### src/rtl/ir_pkg.sv
// Shared types for the IR command scheduler: command width, scheduler states
// and the queued event record.
package ir_pkg;

  localparam int CMD_W = 8;

  typedef enum logic [1:0] {
    IDLE      = 2'd0,
    ACTIVE    = 2'd1,
    REPEATING = 2'd2
  } sched_state_t;

  typedef struct packed {
    logic [CMD_W-1:0] cmd;
    logic             rpt;
  } ir_event_t;

endpackage

### src/rtl/ir_cmd_fifo.sv
// Small synchronous event FIFO; the head entry is presented directly from
// register storage, so it is stable while not popped.
module ir_cmd_fifo
  import ir_pkg::*;
#(
  parameter int unsigned FIFO_DEPTH = 4
) (
  input  logic      clk,
  input  logic      reset,
  input  logic      push,
  input  ir_event_t push_data,
  input  logic      pop,
  output ir_event_t pop_data,
  output logic      full,
  output logic      empty
);

  localparam int unsigned AW = $clog2(FIFO_DEPTH);
  localparam logic [AW:0] FULL_CNT = (AW+1)'(FIFO_DEPTH);

  ir_event_t       mem [FIFO_DEPTH];
  logic [AW-1:0]   wr_ptr;
  logic [AW-1:0]   rd_ptr;
  logic [AW:0]     count;
  logic            do_push;
  logic            do_pop;

  assign full     = (count == FULL_CNT);
  assign empty    = (count == '0);
  // A full FIFO still takes a push when the head leaves in the same cycle.
  assign do_push  = push && (!full || pop);
  assign do_pop   = pop && !empty;
  assign pop_data = mem[rd_ptr];

  always_ff @(posedge clk or negedge reset) begin
    if (!reset) begin
      wr_ptr <= '0;
      rd_ptr <= '0;
      count  <= '0;
      for (int unsigned i = 0; i < FIFO_DEPTH; i++) begin
        mem[i] <= '0;
      end
    end else begin
      if (do_push) begin
        mem[wr_ptr] <= push_data;
        wr_ptr      <= wr_ptr + 1'b1;
      end
      if (do_pop) begin
        rd_ptr <= rd_ptr + 1'b1;
      end
      case ({do_push, do_pop})
        2'b10:   count <= count + 1'b1;
        2'b01:   count <= count - 1'b1;
        default: count <= count;
      endcase
    end
  end

endmodule

### src/rtl/ir_cmd_scheduler.sv
// IR command scheduler: frame validation, held-window tracking, rate-limited
// auto-repeat and event queueing. Optional IR_STAT_CNT_EN adds err_count.
module ir_cmd_scheduler
  import ir_pkg::*;
#(
  parameter int unsigned FIFO_DEPTH    = 4,
  parameter int unsigned REPEAT_WINDOW = 6000000,
  parameter int unsigned REPEAT_SKIP   = 2
) (
  input  logic             clk,
  input  logic             reset,
  input  logic             frame_valid,
  input  logic [CMD_W-1:0] cmd_in,
  input  logic [CMD_W-1:0] cmd_inv_in,
  input  logic             rpt_valid,
  output logic             out_valid,
  input  logic             out_ready,
  output logic [CMD_W-1:0] out_cmd,
  output logic             out_rpt,
  output logic             held,
  output logic             err_pulse
`ifdef IR_STAT_CNT_EN
  ,
  output logic [15:0]      err_count
`endif
);

  localparam int unsigned TW  = $clog2(REPEAT_WINDOW + 1);
  localparam int unsigned RCW = (REPEAT_SKIP > 0) ? $clog2(REPEAT_SKIP + 1) : 1;
  localparam logic [TW-1:0]  WINDOW_LD = TW'(REPEAT_WINDOW);
  localparam logic [RCW-1:0] SKIP_CNT  = RCW'(REPEAT_SKIP);

  sched_state_t     state;
  logic [TW-1:0]    timer;
  logic [RCW-1:0]   rpt_count;
  logic [CMD_W-1:0] last_cmd;

  logic      accept, reject, rpt_live, rpt_stale, rpt_emit;
  logic      ev_push, push_q, pop, fifo_full, fifo_empty, overflow;
  ir_event_t ev_data, push_data_q, head;

  always_comb begin
    accept    = frame_valid && (cmd_in == ~cmd_inv_in);
    reject    = frame_valid && (cmd_in != ~cmd_inv_in);
    // A frame in the same cycle shadows the repeat entirely.
    rpt_live  = rpt_valid && !frame_valid && (state != IDLE);
    rpt_stale = rpt_valid && !frame_valid && (state == IDLE);
    rpt_emit  = rpt_live && (rpt_count == SKIP_CNT);
    ev_push   = accept || rpt_emit;
    ev_data   = accept ? '{cmd: cmd_in, rpt: 1'b0} : '{cmd: last_cmd, rpt: 1'b1};
  end

  assign pop       = out_valid && out_ready;
  assign overflow  = push_q && fifo_full && !pop;
  assign out_valid = !fifo_empty;
  assign out_cmd   = head.cmd;
  assign out_rpt   = head.rpt;
  assign held      = (state != IDLE);

  always_ff @(posedge clk or negedge reset) begin
    if (!reset) begin
      state       <= IDLE;
      timer       <= '0;
      rpt_count   <= '0;
      last_cmd    <= '0;
      push_q      <= 1'b0;
      push_data_q <= '0;
      err_pulse   <= 1'b0;
    end else begin
      push_q      <= ev_push;
      push_data_q <= ev_data;
      err_pulse   <= reject || rpt_stale || overflow;
      if (accept) begin
        last_cmd  <= cmd_in;
        timer     <= WINDOW_LD;
        rpt_count <= '0;
        state     <= ACTIVE;
      end else if (rpt_live) begin
        timer <= WINDOW_LD;
        state <= REPEATING;
        if (rpt_count != SKIP_CNT) begin
          rpt_count <= rpt_count + 1'b1;
        end
      end else if (timer != '0) begin
        timer <= timer - 1'b1;
        if (timer == TW'(1)) begin
          state     <= IDLE;
          rpt_count <= '0;
        end
      end
    end
  end

`ifdef IR_STAT_CNT_EN
  always_ff @(posedge clk or negedge reset) begin
    if (!reset) begin
      err_count <= '0;
    end else if (err_pulse && (err_count != '1)) begin
      err_count <= err_count + 1'b1;
    end
  end
`endif

  ir_cmd_fifo #(
    .FIFO_DEPTH(FIFO_DEPTH)
  ) u_fifo (
    .clk       (clk),
    .reset     (reset),
    .push      (push_q),
    .push_data (push_data_q),
    .pop       (pop),
    .pop_data  (head),
    .full      (fifo_full),
    .empty     (fifo_empty)
  );

endmodule

### config.mk
export PLATFORM = sky130hd
export DESIGN_NAME = ir_cmd_scheduler
export DESIGN_NICKNAME = d
export VERILOG_FILES = /design/src/rtl/ir_pkg.sv /design/src/rtl/ir_cmd_fifo.sv /design/src/rtl/ir_cmd_scheduler.sv
export SDC_FILE = /design/constraint.sdc
export NUM_CORES = 1
export LEC_CHECK = 0
export ABC_AREA = 1
export CORE_ASPECT_RATIO = 0.9
export CORE_UTILIZATION = 53
export CTS_CLUSTER_DIAMETER = 100
export DETAILED_ROUTE_END_ITERATION = 7
export PLACE_DENSITY_LB_ADDON = 0.12
export SLEW_MARGIN = 10
export SYNTH_ARGS = -nofsm -noshare
export SYNTH_HDL_FRONTEND = slang
export SYNTH_HIERARCHICAL = 1
export SYNTH_SLANG_ARGS = --single-unit
### constraint.sdc
create_clock -name clk -period 2.1 [get_ports clk]
set_input_delay 0.42 -clock clk [delete_from_list [all_inputs] [get_ports clk]]
set_output_delay 0.42 -clock clk [all_outputs]
set_load 0.1 [all_outputs]
==> results of run 1 <==
what timing repair did:
| item | in CTS | in global routing |
|---|---|---|
| endpoints found under the setup margin | 8 | 9 |
| gates resized for setup | 2 | 11 |
| pin swaps | 0 | 1 |
| setup buffers | 0 | 2 |
| endpoints found under the hold margin | 0 | 0 |
power breakdown:
| group | leakage [nW] | total, mW | switching (mW) | internal, mW |
|---|---|---|---|---|
| combinational | 1.59 | 3.51 | 2.27 | 1.24 |
| clock | 0.0979 | 1.29 | 0.625 | 0.668 |
| sequential | 1.15 | 2.16 | 0.232 | 1.93 |
cell families after synthesis:
logic type               Yosys count  share of synthesized area
AO/OA/AOI/OAI                     50                     0.0601
XOR/XNOR                           5                    0.00939
adder cells (fa/ha/maj)            9                     0.0257
buffers and inverters             79                     0.0713
flip-flops                        89                      0.477
AND/OR/NAND/NOR                  358                      0.356
flip-flops by register name (all words and copies together), names as in the netlist:
register,count
u_fifo/wr_ptr,2
push_q,1
u_fifo/rd_ptr,2
err_pulse,1
rpt_count,2
timer,23
u_fifo/mem,36
last_cmd,8
u_fifo/count,3
push_data_q,9
state,2
worst min-delay path by stage:
stage                                  end  depth (start not counted)  startpoint
after CTS                 u_fifo/rd_ptr[0]                          1       reset
after global routing      u_fifo/rd_ptr[0]                          1       reset
after floorplan                  err_pulse                          0       reset
after detailed placement   u_fifo/count[0]                          1       reset
final                     u_fifo/rd_ptr[0]                          1       reset
after global placement     u_fifo/count[0]                          1       reset
layout make-up:
| class | instances | area (µm²) |
|---|---|---|
| fill | 758 | 2930 |
| tap | 119 | 149 |
| inverter | 59 | 224 |
| clock buffer | 9 | 124 |
| timing repair buffer | 61 | 656 |
| multi-input combinational | 422 | 2170 |
| clock inverter | 6 | 91.3 |
| sequential | 89 | 2230 |
critical path: stages, from the launching register on:
cell and delay (ns):
dfrtp_1 0.43, buf_4 0.22, o21ai_0 0.15, o22ai_2 0.25
buf_12 0.21
routing by layer:
layer / vias to the layer above / wire length, µm / global-route usage / part of all wire
met2: 140 / 4990 / 0.398 / 0.46
met1: 1966 / 4990 / 0.347 / 0.46
met5: - / 0 / 0 / 0
met4: 0 / 159 / 0.0700 / 0.015
li1: 2018 / - / - / -
met3: 17 / 618 / 0.0577 / 0.057
cell usage in the layout, fill, tap and decap left out, types with 12 or more instances in the layout:
cell type / Yosys / final
buf_12: 0 / 12
buf_4: 1 / 30
clkdlybuf4s50_1: 0 / 19
dfrtp_1: 89 / 87
inv_1: 52 / 49
nand2_1: 175 / 175
nand3_1: 26 / 26
nand4_1: 44 / 44
nor2_1: 79 / 78
o21ai_0: 28 / 24
Yosys cell counts (3+ instances only):
cell / instances
a21oi_1: 5
a21oi_2: 3
buf_1: 4
buf_2: 8
buf_6: 3
clkbuf_1: 4
dfrtp_1: 89
ha_1: 8
inv_1: 52
inv_2: 7
nand2_1: 175
nand3_1: 26
nand3_2: 6
nand3_4: 3
nand3b_1: 3
nand4_1: 44
nor2_1: 79
nor2_2: 6
nor2_4: 4
nor3_1: 5
o211ai_1: 3
o21ai_0: 28
o22ai_1: 9
xor2_1: 3
per-stage QoR:
step | util | TNS, ns | hold WS (ns) | instance area (µm²)
2_1_floorplan | - | 0 | 0.124 | 4720
3_3_place_gp | 0.631 | -0.172 | 0.446 | 5400
3_5_place_dp | 0.631 | -0.332 | 0.440 | 5400
4_1_cts | 0.656 | 0 | 0.0483 | 5620
5_1_grt | 0.659 | 0 | 0.0603 | 5640
6_report | 0.659 | 0 | 0.0476 | 5640
==> impl_metrics.json, run 1 <==
{
  "cts_tree": "done",
  "gp_congestion": 0.854,
  "route.detailed.drc": 0,
  "cts_max_level": 3,
  "yosysWarnings": 6,
  "hold_path.class": "in -> async",
  "wl_per_cell_um": 14.1,
  "drive_gt1_frac": 0.166,
  "synth.cell_area_um2": 4670,
  "clockRootBuffer": "clkbuf_8",
  "skew_ns": 0.00948,
  "required_ns": 1.68,
  "fin_crit_sh": 0.966,
  "crit_type": "reg -> out",
  "ff2ff_setup_slack_ns": 0.17,
  "ys_top_cells_by_area": "dfrtp_1 (48%), nand2_1 (14%), nor2_1 (6.4%)",
  "cts_buffers": 9,
  "relSlewSlack": 0.635,
  "port_buffers": 32,
  "fmax_mhz": 493,
  "grt_first_pass_wirelength_mm": 18.1,
  "r2r-end": "u_fifo/count[2]",
  "grt_max_degree": 44,
  "place_ws_ns": -0.167,
  "cts_buffer_depth": 2,
  "async_reset_ff_frac": 1.00,
  "synth-edff-count": 0,
  "grt_antenna_before_repair": 0,
  "cp-end-kind": "output pin",
  "die_w_um": 101,
  "critPathMaxFanout": 12,
  "syn-num-nets": 620,
  "status": "finished clean",
  "final_cells": 765,
  "core-area_um2": 8570,
  "clkSlewWorstSetupHoldPaths_ns": 0.09,
  "drv_slew": 0,
  "initial_core_util": 0.545,
  "final_hold_viol_count": 0,
  "clk_latency_ns": 0.36,
  "vias": 4141,
  "worst_pin_slew_ns": 0.548,
  "row_count": 32,
  "drt_pass1_iterations": 7,
  "layout.nets": 672,
  "rr_startpoint": "u_fifo/count[1]",
  "area_growth_syn_to_layout_pct": 20.9,
  "worstPathArrival_ns": 1.61,
  "power_mw": 6.97,
  "yosys.area.top_type": "dfrtp_1",
  "n_antenna_cell": 0,
  "postSynthCellCount": 590,
  "dpl.cell_count": 748,
  "rsz0062_at_grt": "no",
  "ios": 33,
  "period_minus_slack_ns": 2.03,
  "r2r_cells": 13,
  "setup_viol": 0,
  "clock-sinks": 89,
  "maxCapViolations": 0,
  "ir_worst_vdd_v": 0.00101,
  "drt_iter0_drc": 295,
  "detail-route-antenna-nets": 0,
  "grt_pass1_vias": 3854,
  "die_h_um": 91.0,
  "grt_overflow": 0,
  "p_leak_nw": 2.84,
  "powerDensity_nw_per_um2": 1230,
  "vias_per_cell": 5.41,
  "setup_ws_ns": 0.0706,
  "synth_top_area_frac": 0.477,
  "synth_seq_cells": 89,
  "ys_seq_area_frac": 0.477,
  "ys_types": 33,
  "avgSynthCellArea_um2": 7.91,
  "crit_path_start": "u_fifo/rd_ptr[0]",
  "dpl.hpwl_mm": 7.64,
  "crit_end": "out_cmd[4]",
  "grt_usage": 0.252,
  "ys_dominant_reg_cell": "dfrtp_1",
  "die-area_um2": 9180,
  "worstSetupStartpointType": "flip-flop",
  "cts_hold_buf": 0,
  "wl_mm": 10.8
}
Power figures use the tool's default switching activity.
==> run 2, diff against run 1 <==
--- a/config.mk
+++ b/config.mk
@@ -7,7 +7,7 @@
 export LEC_CHECK = 0
 export ABC_AREA = 1
 export CORE_ASPECT_RATIO = 0.9
-export CORE_UTILIZATION = 53
+export CORE_UTILIZATION = 50
 export CTS_CLUSTER_DIAMETER = 100
 export DETAILED_ROUTE_END_ITERATION = 7
 export PLACE_DENSITY_LB_ADDON = 0.12
==> impl_metrics.json, run 2 (same netlist as run 1, synthesis figures left out) <==
{
  "largest_registers": "u_fifo/mem (36), timer (23), push_data_q (9)",
  "p_leak_nw": 2.84,
  "critPathMaxFanout": 12,
  "skew_ns": 0.00652,
  "dpl.hpwl_mm": 7.69,
  "initial_core_util": 0.514,
  "period_minus_slack_ns": 2.01,
  "maxCapViolations": 0,
  "layout_common_cells": "nand2_1 (175), dfrtp_1 (87), nor2_1 (78)",
  "fin_crit_sh": 0.956,
  "clockRootBuffer": "clkbuf_8",
  "grt_overflow": 0,
  "required_ns": 1.68,
  "hold-worst-slack_ns": 0.0694,
  "wl_mm": 10.8,
  "cts_tree": "done",
  "cp_slowest_cell": "dfrtp_2",
  "post_dp_cell_area_um2": 5390,
  "port_buffers": 32,
  "cts_hold_buf": 0,
  "grt_pass1_vias": 3744,
  "grt_max_degree": 45,
  "area_growth_syn_to_layout_pct": 20.8,
  "drive_gt1_frac": 0.164,
  "grt_first_pass_wirelength_mm": 18.1,
  "clk_latency_ns": 0.36,
  "cp-end-kind": "output pin",
  "use_met3": 0.0474,
  "die_h_um": 93.6,
  "grt_usage": 0.236,
  "ios": 33,
  "worst_pin_slew_ns": 0.600,
  "relSlewSlack": 0.600,
  "cts_max_level": 3,
  "slowest_delay_ns": 0.51,
  "row_count": 33,
  "grt_use_met1": 0.346,
  "grt_antenna_before_repair": 0,
  "drv_slew": 0,
  "clkSlewWorstSetupHoldPaths_ns": 0.09,
  "die-area_um2": 9720,
  "ir_worst_vdd_v": 0.000819,
  "drt_pass1_iterations": 5,
  "n_antenna_cell": 0,
  "die_w_um": 104,
  "worstPathArrival_ns": 1.59,
  "drt_iter0_drc": 235,
  "clock-sinks": 89,
  "fmax_mhz": 498,
  "top_register": "u_fifo/mem",
  "vias_per_cell": 5.34,
  "vias": 4099,
  "ff2ff_setup_slack_ns": 0.14,
  "cts_buffer_depth": 2,
  "detail-route-antenna-nets": 0,
  "setup_viol": 0,
  "layout.nets": 671,
  "wl_per_cell_um": 14.0,
  "hold_path.class": "in -> async",
  "layout_commonest_cell": "nand2_1",
  "status": "finished clean",
  "busiest_layer": "met2",
  "crit_type": "reg -> out",
  "gp_congestion": 0.877,
  "final_hold_viol_count": 0,
  "powerDensity_nw_per_um2": 1220,
  "route.detailed.drc": 0,
  "worstSetupStartpointType": "flip-flop",
  "largest_reg_flops": 36,
  "design_area_um2": 5640,
  "globalRouteMet2Util": 0.352,
  "cts_buffers": 9,
  "path_cells": "inv_2 > o21ai_1 > o22ai_2 > buf_12",
  "core-area_um2": 9080
}
==> run 2: report_power, final <==
group | internal, mW | switching (mW)
clock network | 0.611 | 0.606
registers | 1.93 | 0.243
logic | 1.23 | 2.28
==> run 2: path summary, 6_finish.rpt <==
kind | start | to | cells after the start
max | u_fifo/rd_ptr[1] | out_cmd[4] | 4
min | reset | u_fifo/mem[7] | 1
max reg2reg | u_fifo/count[1] | u_fifo/count[2] | 13
min reg2reg | u_fifo/mem[11] | u_fifo/mem[11] | 2
max in group asynchronous | reset | u_fifo/mem[0] | 2
min in group clk | u_fifo/mem[11] | u_fifo/mem[11] | 2
==> run 2: layout make-up <==
type	instances	area (µm²)
Clock buffer	11	151
Clock inverter	4	51.3
Fill cell	818	3450
Inverter	59	224
Multi-Input combinational cell	422	2170
Sequential cell	89	2230
Tap cell	122	153
Timing Repair Buffer	60	652
==> run 2: layer usage <==
layer	up-vias	wire length, µm
li1	2027	-
met2	112	4730
met4	0	98
met1	1953	5330
met3	7	602
met5	-	0
==> run 2: worst max-delay path, delay by kind of cell, from the launching register on <==
family | cells | cell delay (ns)
AO/OA/AOI/OAI | 2 | 0.32
buffers and inverters | 2 | 0.40
flip-flops | 1 | 0.51
==> run 2: through the flow <==
| stage | setup slack (ns) | util | TNS [ns] | instances | power, mW |
|---|---|---|---|---|---|
| 3_3_place_gp | -0.103 | 0.594 | -0.183 | 749 | 5.55 |
| 3_5_place_dp | -0.167 | 0.594 | -0.329 | 749 | 5.62 |
| 5_1_grt | -0.0133 | 0.620 | -0.0133 | 767 | 7.27 |
| 4_1_cts | 0.00518 | 0.616 | 0 | 764 | 6.86 |
| 2_1_floorplan | 0.00114 | - | 0 | 590 | 4.48 |
| 6_report | 0.0932 | 0.620 | 0 | 767 | 6.90 |
==> run 2: timing repair <==
item | CTS | global route
pin swaps | 0 | 1
endpoints found under the setup margin | 9 | 10
gates cloned | 0 | 0
gates resized for setup | 2 | 16
setup buffers | 0 | 3
